--- src/rtl/multicycle_ctrl_pkg.sv ---
// ctrl_pkg: shared definitions for the multi-cycle RV32I control FSM.
//   - state encoding for the controller sequence
//   - RV32I major opcode constants
//   - pc_sel / wb_sel / alu_op encodings
//   - opcode_legal(): which major opcodes the controller executes
package ctrl_pkg;

    typedef enum logic [2:0] {
        ST_IDLE   = 3'd0,
        ST_FETCH  = 3'd1,
        ST_DECODE = 3'd2,
        ST_EXEC   = 3'd3,
        ST_MEM    = 3'd4,
        ST_WB     = 3'd5,
        ST_TRAP   = 3'd6
    } state_e;

    localparam logic [6:0] OP_R      = 7'b0110011;
    localparam logic [6:0] OP_IMM    = 7'b0010011;
    localparam logic [6:0] OP_LOAD   = 7'b0000011;
    localparam logic [6:0] OP_STORE  = 7'b0100011;
    localparam logic [6:0] OP_BRANCH = 7'b1100011;
    localparam logic [6:0] OP_JAL    = 7'b1101111;
    localparam logic [6:0] OP_JALR   = 7'b1100111;
    localparam logic [6:0] OP_LUI    = 7'b0110111;
    localparam logic [6:0] OP_AUIPC  = 7'b0010111;

    localparam logic [1:0] PC_SEL_PC4  = 2'b00;
    localparam logic [1:0] PC_SEL_ALU  = 2'b01;
    localparam logic [1:0] PC_SEL_JALR = 2'b10;

    localparam logic [1:0] WB_SEL_ALU = 2'b00;
    localparam logic [1:0] WB_SEL_MEM = 2'b01;
    localparam logic [1:0] WB_SEL_PC4 = 2'b10;
    localparam logic [1:0] WB_SEL_IMM = 2'b11;

    localparam logic [3:0] ALU_ADD  = 4'b0000;
    localparam logic [2:0] F3_SHR   = 3'b101;

    function automatic logic opcode_legal(input logic [6:0] op);
        logic ok;
        case (op)
            OP_R, OP_IMM, OP_LOAD, OP_STORE, OP_BRANCH,
            OP_JAL, OP_JALR, OP_LUI, OP_AUIPC: ok = 1'b1;
            default:                           ok = 1'b0;
        endcase
        return ok;
    endfunction

endpackage

--- src/rtl/multicycle_ctrl_alu_op_dec.sv ---
// alu_op_dec: combinational ALU control decode from the held IR fields.
//   opcode, func3, func7 : in  - instruction fields from ins_dec
//   alu_op               : out - {sub/sra bit, func3}, 0000 = ADD
//   alu_a_sel            : out - 0 = rs1, 1 = PC
//   alu_b_sel            : out - 0 = rs2, 1 = imm
import ctrl_pkg::*;

module alu_op_dec (
    input  logic [6:0] opcode,
    input  logic [2:0] func3,
    input  logic [6:0] func7,
    output logic [3:0] alu_op,
    output logic       alu_a_sel,
    output logic       alu_b_sel
);

    // Only func7[5] selects SUB/SRA; the rest of func7 is immediate bits here.
    logic unused_func7;
    assign unused_func7 = ^{func7[6], func7[4:0]};

    always_comb begin
        alu_op    = ALU_ADD;
        alu_a_sel = 1'b0;
        alu_b_sel = 1'b0;
        case (opcode)
            OP_R: begin
                alu_op = {func7[5], func3};
            end
            OP_IMM: begin
                // func7[5] is part of the immediate except for shift-right,
                // where it distinguishes SRAI from SRLI.
                alu_b_sel = 1'b1;
                alu_op    = {(func3 == F3_SHR) ? func7[5] : 1'b0, func3};
            end
            OP_LOAD, OP_STORE, OP_JALR: begin
                alu_b_sel = 1'b1;
            end
            OP_AUIPC, OP_JAL, OP_BRANCH: begin
                // ALU computes PC+imm: target for JAL/taken branch, result for AUIPC.
                alu_a_sel = 1'b1;
                alu_b_sel = 1'b1;
            end
            default: begin
                alu_op = ALU_ADD;
            end
        endcase
    end

endmodule

--- src/rtl/multicycle_ctrl.sv ---
// multicycle_ctrl: multi-cycle RV32I control FSM.
// Sequences IDLE -> FETCH -> DECODE -> EXEC -> (MEM) -> (WB) around a shared
// instruction/data memory port; drives all datapath enables and selects.
//   clk, reset          : clock (rising edge), asynchronous active-high reset
//   opcode/func3/func7  : held IR fields from ins_dec
//   mem_ready           : memory completes the current request
//   br_taken            : branch comparator result
//   mem_req/mem_we      : memory request / store qualifier
//   addr_sel            : memory address 0 = PC, 1 = ALU
//   ir_we, pc_we, pc_sel: IR load, PC update and PC source
//   alu_a_sel/b_sel/op  : ALU operand selects and operation
//   reg_we, wb_sel      : register-file write and write-back source
//   retire, instret     : completion pulse and retired count
//   trap                : sticky illegal-instruction flag
import ctrl_pkg::*;

module multicycle_ctrl #(
    parameter int CNT_W = 32
) (
    input  logic             clk,
    input  logic             reset,
    input  logic [6:0]       opcode,
    input  logic [2:0]       func3,
    input  logic [6:0]       func7,
    input  logic             mem_ready,
    input  logic             br_taken,
    output logic             mem_req,
    output logic             mem_we,
    output logic             addr_sel,
    output logic             ir_we,
    output logic             pc_we,
    output logic [1:0]       pc_sel,
    output logic             alu_a_sel,
    output logic             alu_b_sel,
    output logic [3:0]       alu_op,
    output logic             reg_we,
    output logic [1:0]       wb_sel,
    output logic             retire,
    output logic [CNT_W-1:0] instret,
    output logic             trap
);

    state_e           state_q, state_d;
    logic             trap_q, trap_d;
    logic [CNT_W-1:0] instret_q, instret_d;

    logic [3:0] dec_alu_op;
    logic       dec_a_sel;
    logic       dec_b_sel;

    alu_op_dec u_alu_op_dec (
        .opcode    (opcode),
        .func3     (func3),
        .func7     (func7),
        .alu_op    (dec_alu_op),
        .alu_a_sel (dec_a_sel),
        .alu_b_sel (dec_b_sel)
    );

    always_ff @(posedge clk or posedge reset) begin
        if (reset) begin
            state_q   <= ST_IDLE;
            trap_q    <= 1'b0;
            instret_q <= '0;
        end else begin
            state_q   <= state_d;
            trap_q    <= trap_d;
            instret_q <= instret_d;
        end
    end

    always_comb begin
        state_d   = state_q;
        trap_d    = trap_q;
        mem_req   = 1'b0;
        mem_we    = 1'b0;
        addr_sel  = 1'b0;
        ir_we     = 1'b0;
        pc_we     = 1'b0;
        pc_sel    = PC_SEL_PC4;
        alu_a_sel = 1'b0;
        alu_b_sel = 1'b0;
        alu_op    = ALU_ADD;
        reg_we    = 1'b0;
        wb_sel    = WB_SEL_ALU;
        retire    = 1'b0;

        case (state_q)
            ST_IDLE: begin
                state_d = ST_FETCH;
            end

            ST_FETCH: begin
                mem_req = 1'b1;
                ir_we   = mem_ready;
                if (mem_ready) begin
                    state_d = ST_DECODE;
                end
            end

            ST_DECODE: begin
                if (opcode_legal(opcode)) begin
                    state_d = ST_EXEC;
                end else begin
                    trap_d  = 1'b1;
                    state_d = ST_TRAP;
                end
            end

            ST_EXEC: begin
                alu_a_sel = dec_a_sel;
                alu_b_sel = dec_b_sel;
                alu_op    = dec_alu_op;
                case (opcode)
                    OP_BRANCH: begin
                        // Branch target PC+imm comes straight from the ALU.
                        pc_we   = 1'b1;
                        pc_sel  = br_taken ? PC_SEL_ALU : PC_SEL_PC4;
                        retire  = 1'b1;
                        state_d = ST_FETCH;
                    end
                    OP_LOAD, OP_STORE: state_d = ST_MEM;
                    default:           state_d = ST_WB;
                endcase
            end

            ST_MEM: begin
                // ALU keeps producing the effective address while the request waits.
                alu_a_sel = dec_a_sel;
                alu_b_sel = dec_b_sel;
                alu_op    = dec_alu_op;
                mem_req   = 1'b1;
                addr_sel  = 1'b1;
                mem_we    = (opcode == OP_STORE);
                if (mem_ready) begin
                    if (opcode == OP_STORE) begin
                        pc_we   = 1'b1;
                        pc_sel  = PC_SEL_PC4;
                        retire  = 1'b1;
                        state_d = ST_FETCH;
                    end else begin
                        state_d = ST_WB;
                    end
                end
            end

            ST_WB: begin
                alu_a_sel = dec_a_sel;
                alu_b_sel = dec_b_sel;
                alu_op    = dec_alu_op;
                reg_we    = 1'b1;
                pc_we     = 1'b1;
                retire    = 1'b1;
                state_d   = ST_FETCH;
                case (opcode)
                    OP_LOAD:          wb_sel = WB_SEL_MEM;
                    OP_JAL, OP_JALR:  wb_sel = WB_SEL_PC4;
                    OP_LUI:           wb_sel = WB_SEL_IMM;
                    default:          wb_sel = WB_SEL_ALU;
                endcase
                case (opcode)
                    OP_JAL:  pc_sel = PC_SEL_ALU;
                    OP_JALR: pc_sel = PC_SEL_JALR;
                    default: pc_sel = PC_SEL_PC4;
                endcase
            end

            ST_TRAP: begin
                state_d = ST_TRAP;
            end

            default: begin
                state_d = ST_IDLE;
            end
        endcase

        instret_d = retire ? instret_q + {{(CNT_W-1){1'b0}}, 1'b1} : instret_q;
    end

    assign instret = instret_q;
    assign trap    = trap_q;

endmodule

--- config.mk ---
export PLATFORM = sky130hd
export DESIGN_NAME = multicycle_ctrl
export DESIGN_NICKNAME = d
export VERILOG_FILES = /design/src/rtl/multicycle_ctrl_pkg.sv /design/src/rtl/multicycle_ctrl_alu_op_dec.sv /design/src/rtl/multicycle_ctrl.sv
export SDC_FILE = /design/constraint.sdc
export NUM_CORES = 1
export LEC_CHECK = 0
export BUFFER_PORTS_ARGS = -buffer_cell sky130_fd_sc_hd__buf_4
export CAP_MARGIN = 10
export CORE_MARGIN = 5
export CORE_UTILIZATION = 55
export CTS_BUF_LIST = sky130_fd_sc_hd__clkbuf_2
export CTS_CLUSTER_DIAMETER = 80
export DETAILED_ROUTE_END_ITERATION = 12
export PLACE_DENSITY = 0.91
export SETUP_SLACK_MARGIN = 0.5
export SLEW_MARGIN = 20
export SYNTH_ARGS = -nofsm -noshare
export SYNTH_HDL_FRONTEND = slang
export SYNTH_SLANG_ARGS = --single-unit
--- constraint.sdc ---
create_clock -name clk -period 4.5 [get_ports clk]
set_input_delay 0.225 -clock clk [delete_from_list [all_inputs] [get_ports clk]]
set_output_delay 0.225 -clock clk [all_outputs]
set_load 0.03 [all_outputs]
==> results of run 1 <==
-- metal layers --
metal	track usage (%)	up-vias	wire length, um
met1	24.7	924	2070
met3	4.65	10	306
met2	33.9	68	2720
met4	7.04	0	95
met5	0	-	0
li1	-	912	-
-- flip-flops by register name, indices dropped and copies added (netlist names) --
signal,count
state_q,3
instret,32
trap,1
-- placed cells by master, fill, tap and decap left out, drive strengths merged, types with 2 or more instances in the layout --
cell type / synthesis / final
buf: 12 / 65
dfrtp: 36 / 36
nand2: 20 / 20
xnor2: 18 / 18
nor2: 17 / 17
nand3: 15 / 15
xor2: 14 / 14
and3: 9 / 9
inv: 7 / 7
nand4: 7 / 7
nor3: 7 / 7
nand2b: 6 / 6
clkbuf: 1 / 6
a21oi: 6 / 6
and4: 5 / 5
nor4: 5 / 5
and2: 4 / 4
o21ai: 4 / 4
and3b: 3 / 3
nand3b: 3 / 3
a21o: 3 / 3
nor4b: 3 / 3
and4bb: 2 / 2
o32ai: 2 / 2
a2111oi: 2 / 2
-- per-stage QoR --
step	instances	total power, uW	hold slack, ps	cell area [sq um]
global route	336	1010	288	2720
floorplan	225	692	392	2220
detailed placement	327	811	356	2670
CTS	336	956	252	2720
global placement	327	800	347	2670
finish	336	951	269	2720
-- area by class of cell --
| cell class | instances | area [sq um] | share of cell area (%) |
|---|---|---|---|
| multi-input cells | 169 | 1190 | 43.8 |
| flip-flops and latches | 36 | 901 | 33.1 |
| repair buffers | 66 | 498 | 18.3 |
| well taps | 50 | 62.6 | 2.30 |
| clock buffers | 6 | 30.0 | 1.10 |
| inverters | 7 | 26.3 | 0.965 |
| clock inverters | 2 | 11.3 | 0.414 |
-- cells by family after synthesis --
kind of cell	Yosys count	synth area share [%]
and+or+nand+nor	112	32.1
DFF	36	40.6
xor gates and xnor gates	32	12.6
AOI/OAI and AO/OA	23	7.94
buffers and inverters	20	5.69
muxes	1	0.507
adders and majority gates	1	0.563
-- worst paths after layout --
kind	slack (ps)	start	endpoint
worst min-delay path	270	mem_ready	state_q[0]$_DFFE_PP0P_
worst max register to register	2500	state_q[2]$_DFFE_PP0P_	instret[29]$_DFFE_PP0P_
min in group asynchronous	450	reset	instret[10]$_DFFE_PP0P_
worst min register to register	500	instret[31]$_DFFE_PP0P_	instret[31]$_DFFE_PP0P_
max in group asynchronous	3710	reset	instret[0]$_DFFE_PP0P_
worst max-delay path	2020	state_q[2]$_DFFE_PP0P_	alu_op[3]
-- power groups by stage --
stage          registers [uW]  logic [uW]  clock network, uW
2_1_floorplan             453         239                  0
3_3_place_gp              434         365                  0
3_5_place_dp              437         374                  0
4_1_cts                   431         376                150
5_1_grt                   442         404                165
6_report                  431         372                148
-- cells in the mapped netlist (all sizes together) (7+ instances only) --
library cell	count	area, sq um
inv	7	26.3
buf	12	96.3
nor3	7	50.1
dfrtp	36	901
nand2	20	75.1
xnor2	18	158
nand3	15	87.6
xor2	14	123
and3	9	56.3
nor2	17	63.8
nand4	7	43.8
-- worst max-delay path: cells and delay by family (launching register included) --
family	cells	cell delay (ps)
buf+inv	1	160
compound gates	1	260
simple gates	3	900
flops	1	560
==> run_results.csv, run 1 <==
group,metric,value,unit
worst_hold_path,worstHoldPathCells,4,
synthesis,synth_area_per_cell,9.87,sq um
worst_setup_path,critical_path_class,"reg -> out",
power,seqPwrFrac,45.3,%
worst_setup_path,worstPathMaxFanout,14,
cells_and_area,fin_nets,307,
floorplanning,initial_core_util,55.9,%
cells_and_area,fillers,338,
clock_tree,clkTransAtPathRegs,180,ps
synthesis,synth_area,2220,sq um
synthesis,synthCells,225,
clock_tree,cts_setup_buffers,0,
worst_setup_path,r2r_cells,5,
detailed_routing,num_vias,1914,
worst_setup_path,crit_arrival,2260,ps
worst_setup_path,critPathMaxStageDelay,560,ps
placement,dpl.hpwl,3.93,mm
worst_setup_path,cpMaxStageDelayCell,"dfrtp_1",
cells_and_area,drive_gt1_share,29.7,%
floorplanning,die_h,73.5,um
clock_tree,clk-insertion-delay-late,400,ps
global_routing,grt_pass1_wl,8.43,mm
timing,fmax,0.403,GHz
power,power.internal,548,uW
global_routing,grt_max_degree,37,
floorplanning,rows,23,
power,clockPowerShare,15.5,%
synthesis,syn-num-nets,247,
timing,skew,34.2,ps
detailed_routing,wire_per_inst,15.4,um
floorplanning,die_w,73.5,um
global_routing,antenna_found_initial,0,
synthesis,async_flop_share,100,%
floorplanning,fp.dieArea,5410,sq um
worst_setup_path,startpoint_type,"register",
worst_setup_path,required,4280,ps
synthesis,synth_seq_cells,36,
cells_and_area,area_growth,22.6,%
synthesis,synth_ff_type,"dfrtp_1",
clock_tree,root_buffer,"clkbuf_2",
clock_tree,cts_tree,"done",
global_routing,first_global_vias,1865,
synthesis,yosysSeqAreaShare,40.6,%
cells_and_area,n_antenna_cell,0,
detailed_routing,drt_wl_total,5.19,mm
timing,relSlewSlack,68.8,%
timing,grt_setup_unrepaired,"no",
clock_tree,cts_buffer_depth,2,
floorplanning,num_io_pins,71,
timing,finalHoldViolCount,0,
detailed_routing,dr.pass1.iters,4,
clock_tree,htree_levels,2,
timing,tightestPinTransition,467,ps
power,p_leak,0.00131,uW
placement,globalplace.congestion,0.876,
clock_tree,cts_resized,0,
synthesis,synth_enable_flop_cells,0,
cells_and_area,finish.utilization,68.6,%
detailed_routing,vias_per_cell,5.70,
timing,finalSetupTns,0,ps
worst_hold_path,hp-class,"in -> reg",
power,comb_power_share,39.1,%
global_routing,grt-ovfl-total,0,
timing,timing.final.ws_setup,2020,ps
detailed_routing,drt_iter0_markers,128,
global_routing,grt_use_total,19.9,%
run,maxCapViolCount,0,
clock_tree,cts_made_buffers,5,
placement,place_ws,2460,ps
timing,setup_viol,0,
clock_tree,clkSinkCount,36,
placement,portBuffers,64,
floorplanning,core_area,3970,sq um
detailed_routing,drc,0,
timing,final.period_utilization,55.2,%
synthesis,synth_cell_types,49,
clock_tree,cts_hold_buffers,1,
power,switchingPower,403,uW
synthesis,ys_warn_count,0,
worst_setup_path,path_cells,"nand3b_1, a21o_1, nor4_1, and3_1, buf_4",
worst_setup_path,end_kind,"output port",
power,p_per_area,349,nW/um^2
power,switching_share,42.4,%
power,ir_drop,0.000343,V
run_status,status,"completed",
timing,finalMaxSlewViolations,0,
detailed_routing,antenna_left,0,
timing,finalCriticalPeriod,2480,ps
Power figures use the tool's default switching activity.
==> inputs of run 2 (changes only) <==
CORE_UTILIZATION = 53   (was 55)
PLACE_DENSITY = 0.89   (was 0.91)
clock period = 2.3 ns   (was 4.5 ns; I/O delays follow)
==> run_results.csv, run 2 (synthesized netlist as in run 1, its figures left out) <==
group,metric,value,unit
worst_setup_path,timing.rr.start,"instret[0]$_DFFE_PP0P_",
detailed_routing,drt_wl_total,6.41,mm
global_routing,antenna_found_initial,0,
floorplanning,num_io_pins,71,
detailed_routing,drt_iter0_markers,145,
run,maxCapViolCount,0,
worst_setup_path,r2r_cells,7,
floorplanning,die_w,74.7,um
power,p_per_area,714,nW/um^2
detailed_routing,num_vias,2100,
global_routing,use_met3,4.41,%
clock_tree,clkTransAtPathRegs,190,ps
clock_tree,cts_tree,"done",
detailed_routing,wire_per_inst,17.8,um
worst_setup_path,reg2reg_slack,440,ps
timing,fmax,0.514,GHz
worst_setup_path,worstPathMaxFanout,5,
detailed_routing,drc,0,
global_routing,grt_use_total,20.9,%
worst_setup_path,crit_arrival,1830,ps
detailed_routing,antenna_left,0,
floorplanning,fp.dieArea,5580,sq um
clock_tree,htree_levels,2,
timing,timing.final.ws_setup,354,ps
worst_setup_path,critical_path_class,"reg -> out",
global_routing,met1_usage,25.6,%
floorplanning,initial_core_util,55.1,%
cells_and_area,layout_commonest_cell,"buf_4",
timing,finalSetupTns,0,ps
placement,place_ws,327,ps
timing,skew,16.5,ps
worst_setup_path,startpoint_type,"register",
cells_and_area,finish.utilization,77.8,%
cells_and_area,largest_reg_flops,32,
run_status,status,"completed",
clock_tree,cts_made_buffers,5,
clock_tree,cts_buffer_depth,2,
global_routing,use_met2,36.3,%
cells_and_area,layout_common_cells,"buf_4, dfrtp_1, nand2_1",
timing,finalHoldViolCount,0,
placement,portBuffers,64,
clock_tree,clkSinkCount,36,
clock_tree,clk-insertion-delay-late,400,ps
placement,dpl.hpwl,3.84,mm
timing,tightestPinTransition,460,ps
worst_setup_path,worstReg2RegEnd,"instret[18]$_DFFE_PP0P_",
power,ir_drop,0.000584,V
floorplanning,die_h,74.7,um
cells_and_area,area_growth,41.2,%
timing,finalCriticalPeriod,1950,ps
timing,relSlewSlack,69.3,%
cells_and_area,n_antenna_cell,0,
worst_hold_path,hp-class,"in -> reg",
worst_hold_path,hp-start,"mem_ready",
timing,grt_setup_unrepaired,"yes",
floorplanning,rows,23,
cells_and_area,drive_gt1_share,44.2,%
placement,dp.cells,329,
worst_setup_path,end_kind,"output port",
cells_and_area,final_cells,360,
worst_hold_path,worstHoldPathCells,4,
worst_setup_path,critPathLaunch,"state_q[1]$_DFFE_PP0P_",
global_routing,grt_busiest_layer,"met2",
timing,finalMaxSlewViolations,0,
global_routing,grt_max_degree,37,
placement,globalplace.congestion,0.848,
global_routing,first_global_vias,1919,
global_routing,grt_pass1_wl,9.03,mm
power,p_leak,0.00147,uW
floorplanning,core_area,4030,sq um
detailed_routing,vias_per_cell,5.83,
worst_hold_path,min_to,"state_q[0]$_DFFE_PP0P_",
cells_and_area,fin_nets,331,
timing,setup_viol,0,
cells_and_area,fin_area,3140,sq um
clock_tree,root_buffer,"clkbuf_2",
worst_setup_path,required,2180,ps
detailed_routing,dr.pass1.iters,5,
timing,final.period_utilization,84.6,%
placement,dpl_cell_area,2730,sq um
global_routing,grt-ovfl-total,0,
[run 2: cell types whose count changed in the layout (fill, tap and decap cells not counted), moves of 3 or more]
cell    change
nor3_1      -3
nor2_2      +5
nor2_1      -6
buf_4      +14
nor3_2      +3
buf_6       +9
[run 2: through the flow]
stage / total power [uW] / hold WS [ps]
after detailed placement: 1620 / 251
after global placement: 1600 / 243
after floorplan: 1370 / 282
after global routing: 2350 / 132
after CTS: 2040 / 112
final: 2240 / 122
[run 2: metal layers]
| layer | part of all wire, % | wire length (um) |
|---|---|---|
| met1 | 39 | 2500 |
| met2 | 51 | 3260 |
| met3 | 6.6 | 421 |
| met4 | 3.5 | 223 |
| met5 | 0 | 0 |
[run 2: layout make-up]
| class | instances | area, sq um |
|---|---|---|
| Fill cell | 253 | 893 |
| Tap cell | 50 | 62.6 |
| Multi-Input combinational cell | 170 | 1400 |
| Clock inverter | 2 | 11.3 |
| Inverter | 7 | 26.3 |
| Clock buffer | 6 | 30.0 |
| Sequential cell | 36 | 903 |
| Timing Repair Buffer | 89 | 704 |
[run 2: worst max-delay path by stage]
stage | slack (ps) | endpoint
3_3_place_gp | 420 | instret[29]$_DFFE_PP0P_
3_5_place_dp | 330 | instret[29]$_DFFE_PP0P_
4_1_cts | 410 | alu_op[3]
6_report | 350 | wb_sel[0]
2_1_floorplan | 360 | pc_sel[1]
5_1_grt | 290 | wb_sel[0]
[run 2: worst max-delay path, stage by stage, from the launching register on]
cell and delay, ps:
dfrtp_2 460, buf_6 130, and3b_2 300, nand3_4 110, a2111oi_4 210, buf_4 210
[run 2: where the power goes]
| part | leakage, uW | total, uW | internal [uW] | switching, uW |
|---|---|---|---|---|
| Sequential | 0.000477 | 800 | 709 | 90.7 |
| Combinational | 0.000966 | 1140 | 487 | 653 |
| Clock | 0.0000266 | 299 | 75.8 | 223 |
[run 2: timing repair]
| item | in CTS | in global routing |
|---|---|---|
| gates cloned | 0 | 1 |
| setup endpoints to repair | 29 | 40 |
| pin swaps | 7 | 7 |
| endpoints found under the hold margin | 36 | 0 |
| buffers inserted | 9 | 12 |
| resized for setup | 18 | 26 |
| hold buffers | 1 | 0 |
==> inputs of run 3 (changes only) <==
ABC_AREA = 1   (was not set)
CORE_UTILIZATION = 55   (was 53)
clock period = 1.84 ns   (was 2.3 ns; I/O delays follow)
==> run_results.csv, run 3 <==
group,metric,value,unit
power,p_leak,0.00194,uW
detailed_routing,antenna_left,0,
floorplanning,num_io_pins,71,
synthesis,syn-num-nets,436,
cells_and_area,multi_input_area,1730,sq um
synthesis,synth_cell_types,29,
cells_and_area,drive_gt1_share,38.8,%
placement,portBuffers,64,
worst_setup_path,end_kind,"output port",
synthesis,synth_seq_cells,36,
timing,relSlewSlack,68.9,%
cells_and_area,regArea,912,sq um
floorplanning,die_h,78.8,um
synthesis,synthCells,414,
timing,fmax,0.524,GHz
timing,finalCriticalPeriod,1910,ps
floorplanning,fp.dieArea,6200,sq um
clock_tree,root_buffer,"clkbuf_2",
clock_tree,cts_tree,"done",
floorplanning,core_area,4660,sq um
detailed_routing,wire_per_inst,17.6,um
detailed_routing,drc,0,
synthesis,synth_area,2600,sq um
clock_tree,htree_levels,2,
timing,timing.final.ws_setup,-69.8,ps
worst_setup_path,worstReg2RegEnd,"instret[2]$_DFFE_PP0P_",
worst_setup_path,timing.rr.start,"state_q[2]$_DFFE_PP0P_",
power,p_per_area,981,nW/um^2
synthesis,yosysSeqAreaShare,34.6,%
synthesis,synth_most_common_cell,"nand2_1",
cells_and_area,layout_common_cells,"nand2_1, buf_4, nor2_1",
timing,skew,15.1,ps
cells_and_area,fin_area,3990,sq um
placement,globalplace.congestion,0.936,
global_routing,grt-ovfl-total,0,
global_routing,grt_max_degree,37,
cells_and_area,layout_commonest_cell,"nand2_1",
worst_setup_path,r2r_cells,12,
clock_tree,cts_buffer_depth,2,
cells_and_area,n_antenna_cell,0,
worst_setup_path,critical_path_class,"reg -> out",
synthesis,async_flop_share,100,%
run_status,status,"finished with violations",
timing,setup_viol,2,
worst_hold_path,hp-start,"mem_ready",
cells_and_area,finish.utilization,85.6,%
worst_setup_path,reg2reg_slack,50,ps
cells_and_area,area_growth,53.3,%
floorplanning,initial_core_util,55.8,%
cells_and_area,fillers,228,
synthesis,synth_ff_type,"dfrtp_1",
placement,dpl.hpwl,5.47,mm
worst_setup_path,worstPathMaxFanout,4,
synthesis,yosysTopAreaCell,"dfrtp_1",
cells_and_area,largest_reg_flops,32,
detailed_routing,drt_iter0_markers,417,
floorplanning,rows,25,
synthesis,synthTopCellsByCount,"nand2_1, nor2_1, inv_1, dfrtp_1, o21ai_0",
cells_and_area,fin_nets,549,
global_routing,grt_pass1_wl,14.3,mm
synthesis,synth_enable_flop_cells,0,
synthesis,synth_area_per_cell,6.28,sq um
worst_hold_path,hp-class,"in -> reg",
worst_setup_path,crit_arrival,1820,ps
run,maxCapViolCount,0,
timing,final.period_utilization,104,%
run_status,violations,"negative setup slack",
global_routing,grt_use_total,29.1,%
synthesis,ys_warn_count,0,
timing,finalMaxSlewViolations,0,
power,total_power,3910,uW
placement,dpl_cell_area,3200,sq um
worst_setup_path,required,1750,ps
detailed_routing,dr.pass1.iters,6,
clock_tree,cts_made_buffers,5,
floorplanning,die_w,78.8,um
synthesis,synthTopCellsByArea,"dfrtp_1, nand2_1, nor2_1",
worst_hold_path,min_to,"state_q[0]$_DFFE_PP0P_",
timing,grt_setup_unrepaired,"yes",
clock_tree,clkTransAtPathRegs,200,ps
clock_tree,clk-insertion-delay-late,400,ps
detailed_routing,drt_wl_total,10.2,mm
detailed_routing,vias_per_cell,5.97,
detailed_routing,num_vias,3472,
global_routing,first_global_vias,3165,
timing,tightestPinTransition,466,ps
timing,finalHoldViolCount,0,
worst_hold_path,worstHoldPathCells,4,
synthesis,netlist.area_leader.share,34.6,%
clock_tree,clkSinkCount,36,
power,ir_drop,0.000970,V
global_routing,antenna_found_initial,0,
worst_setup_path,startpoint_type,"register",
==> run 3: cell types whose count changed after synthesis, sizes merged, moves of 4 or more <==
cell / previous run / this run
nor2: 17 / 70
xor2: 14 / 7
nor3: 7 / 12
inv: 7 / 47
o21ai: 4 / 25
nand2b: 6 / 0
and4: 5 / 0
and2: 4 / 0
and3: 9 / 0
buf: 12 / 8
nor4: 5 / 1
nand2: 20 / 163
xnor2: 18 / 7
==> run 3: worst max-delay path by stage <==
stage                                       from                      end  slack (ps)  cells past startpoint
after global placement    state_q[0]$_DFFE_PP0P_  instret[16]$_DFFE_PP0P_         180                     11
after detailed placement  state_q[0]$_DFFE_PP0P_  instret[16]$_DFFE_PP0P_         140                     11
after CTS                 state_q[2]$_DFFE_PP0P_                alu_op[3]         110                      8
final                     state_q[1]$_DFFE_PP0P_                alu_a_sel         -70                      8
after global routing      state_q[1]$_DFFE_PP0P_                alu_a_sel        -130                      8
after floorplan           state_q[1]$_DFFE_PP0P_                   retire         100                     10
==> run 3: cells by family (layout without fill, tap and decap cells) <==
| family | after synthesis | count (layout) | share of synthesized area [%] |
|---|---|---|---|
| buf+inv | 55 | 169 | 9.38 |
| flops | 36 | 36 | 34.6 |
| simple gates | 276 | 276 | 44.3 |
| fa+ha+maj | 1 | 1 | 0.481 |
| xor+xnor | 14 | 14 | 4.71 |
| compound gates | 32 | 32 | 6.49 |
==> run 3: routing by layer <==
metal | global-route usage, % | share of wire (%) | vias up
li1 | - | - | 1508
met1 | 34.0 | 36 | 1606
met2 | 52.0 | 49 | 279
met3 | 4.76 | 8.7 | 79
met4 | 13.3 | 6.5 | 0
met5 | 0 | 0 | -
==> run 3: area by class of cell <==
cell class | count | area share, %
clock inverters | 3 | 0.941
clock buffers | 5 | 0.627
repair buffers | 114 | 25.8
well taps | 54 | 1.69
multi-input cells | 323 | 43.3
inverters | 47 | 4.80
flip-flops and latches | 36 | 22.9
==> run 3: timing repair <==
| item | in CTS | in global routing |
|---|---|---|
| cloned | 3 | 0 |
| setup buffers | 30 | 8 |
| gates resized for setup | 61 | 58 |
| hold buffers | 1 | 0 |
| endpoints found under the setup margin | 49 | 51 |
| hold endpoints to repair | 36 | 0 |
| pin swaps | 17 | 13 |
==> run 3: stage by stage <==
step	setup TNS (ps)	std cells	hold slack, ps	setup WS [ps]
detailed placement	0	532	230	141
CTS	0	574	25.4	113
global route	-467	582	67.3	-135
finish	-70.5	582	50.9	-69.8
global placement	0	532	227	176
floorplan	0	414	259	95.1
==> run 3: worst max-delay path: stages, from the launching register on <==
cell     delay, ps
dfrtp_2        480
buf_4          150
nand2_2         90
inv_2           60
nor2_2         190
inv_2          100
o21ai_0        120
inv_1           70
buf_4          170
==> run 3: power breakdown <==
group	switching, uW	leakage [uW]	internal, uW
Combinational	1300	0.00143	1090
Sequential	129	0.000473	887
Clock	292	0.0000380	221
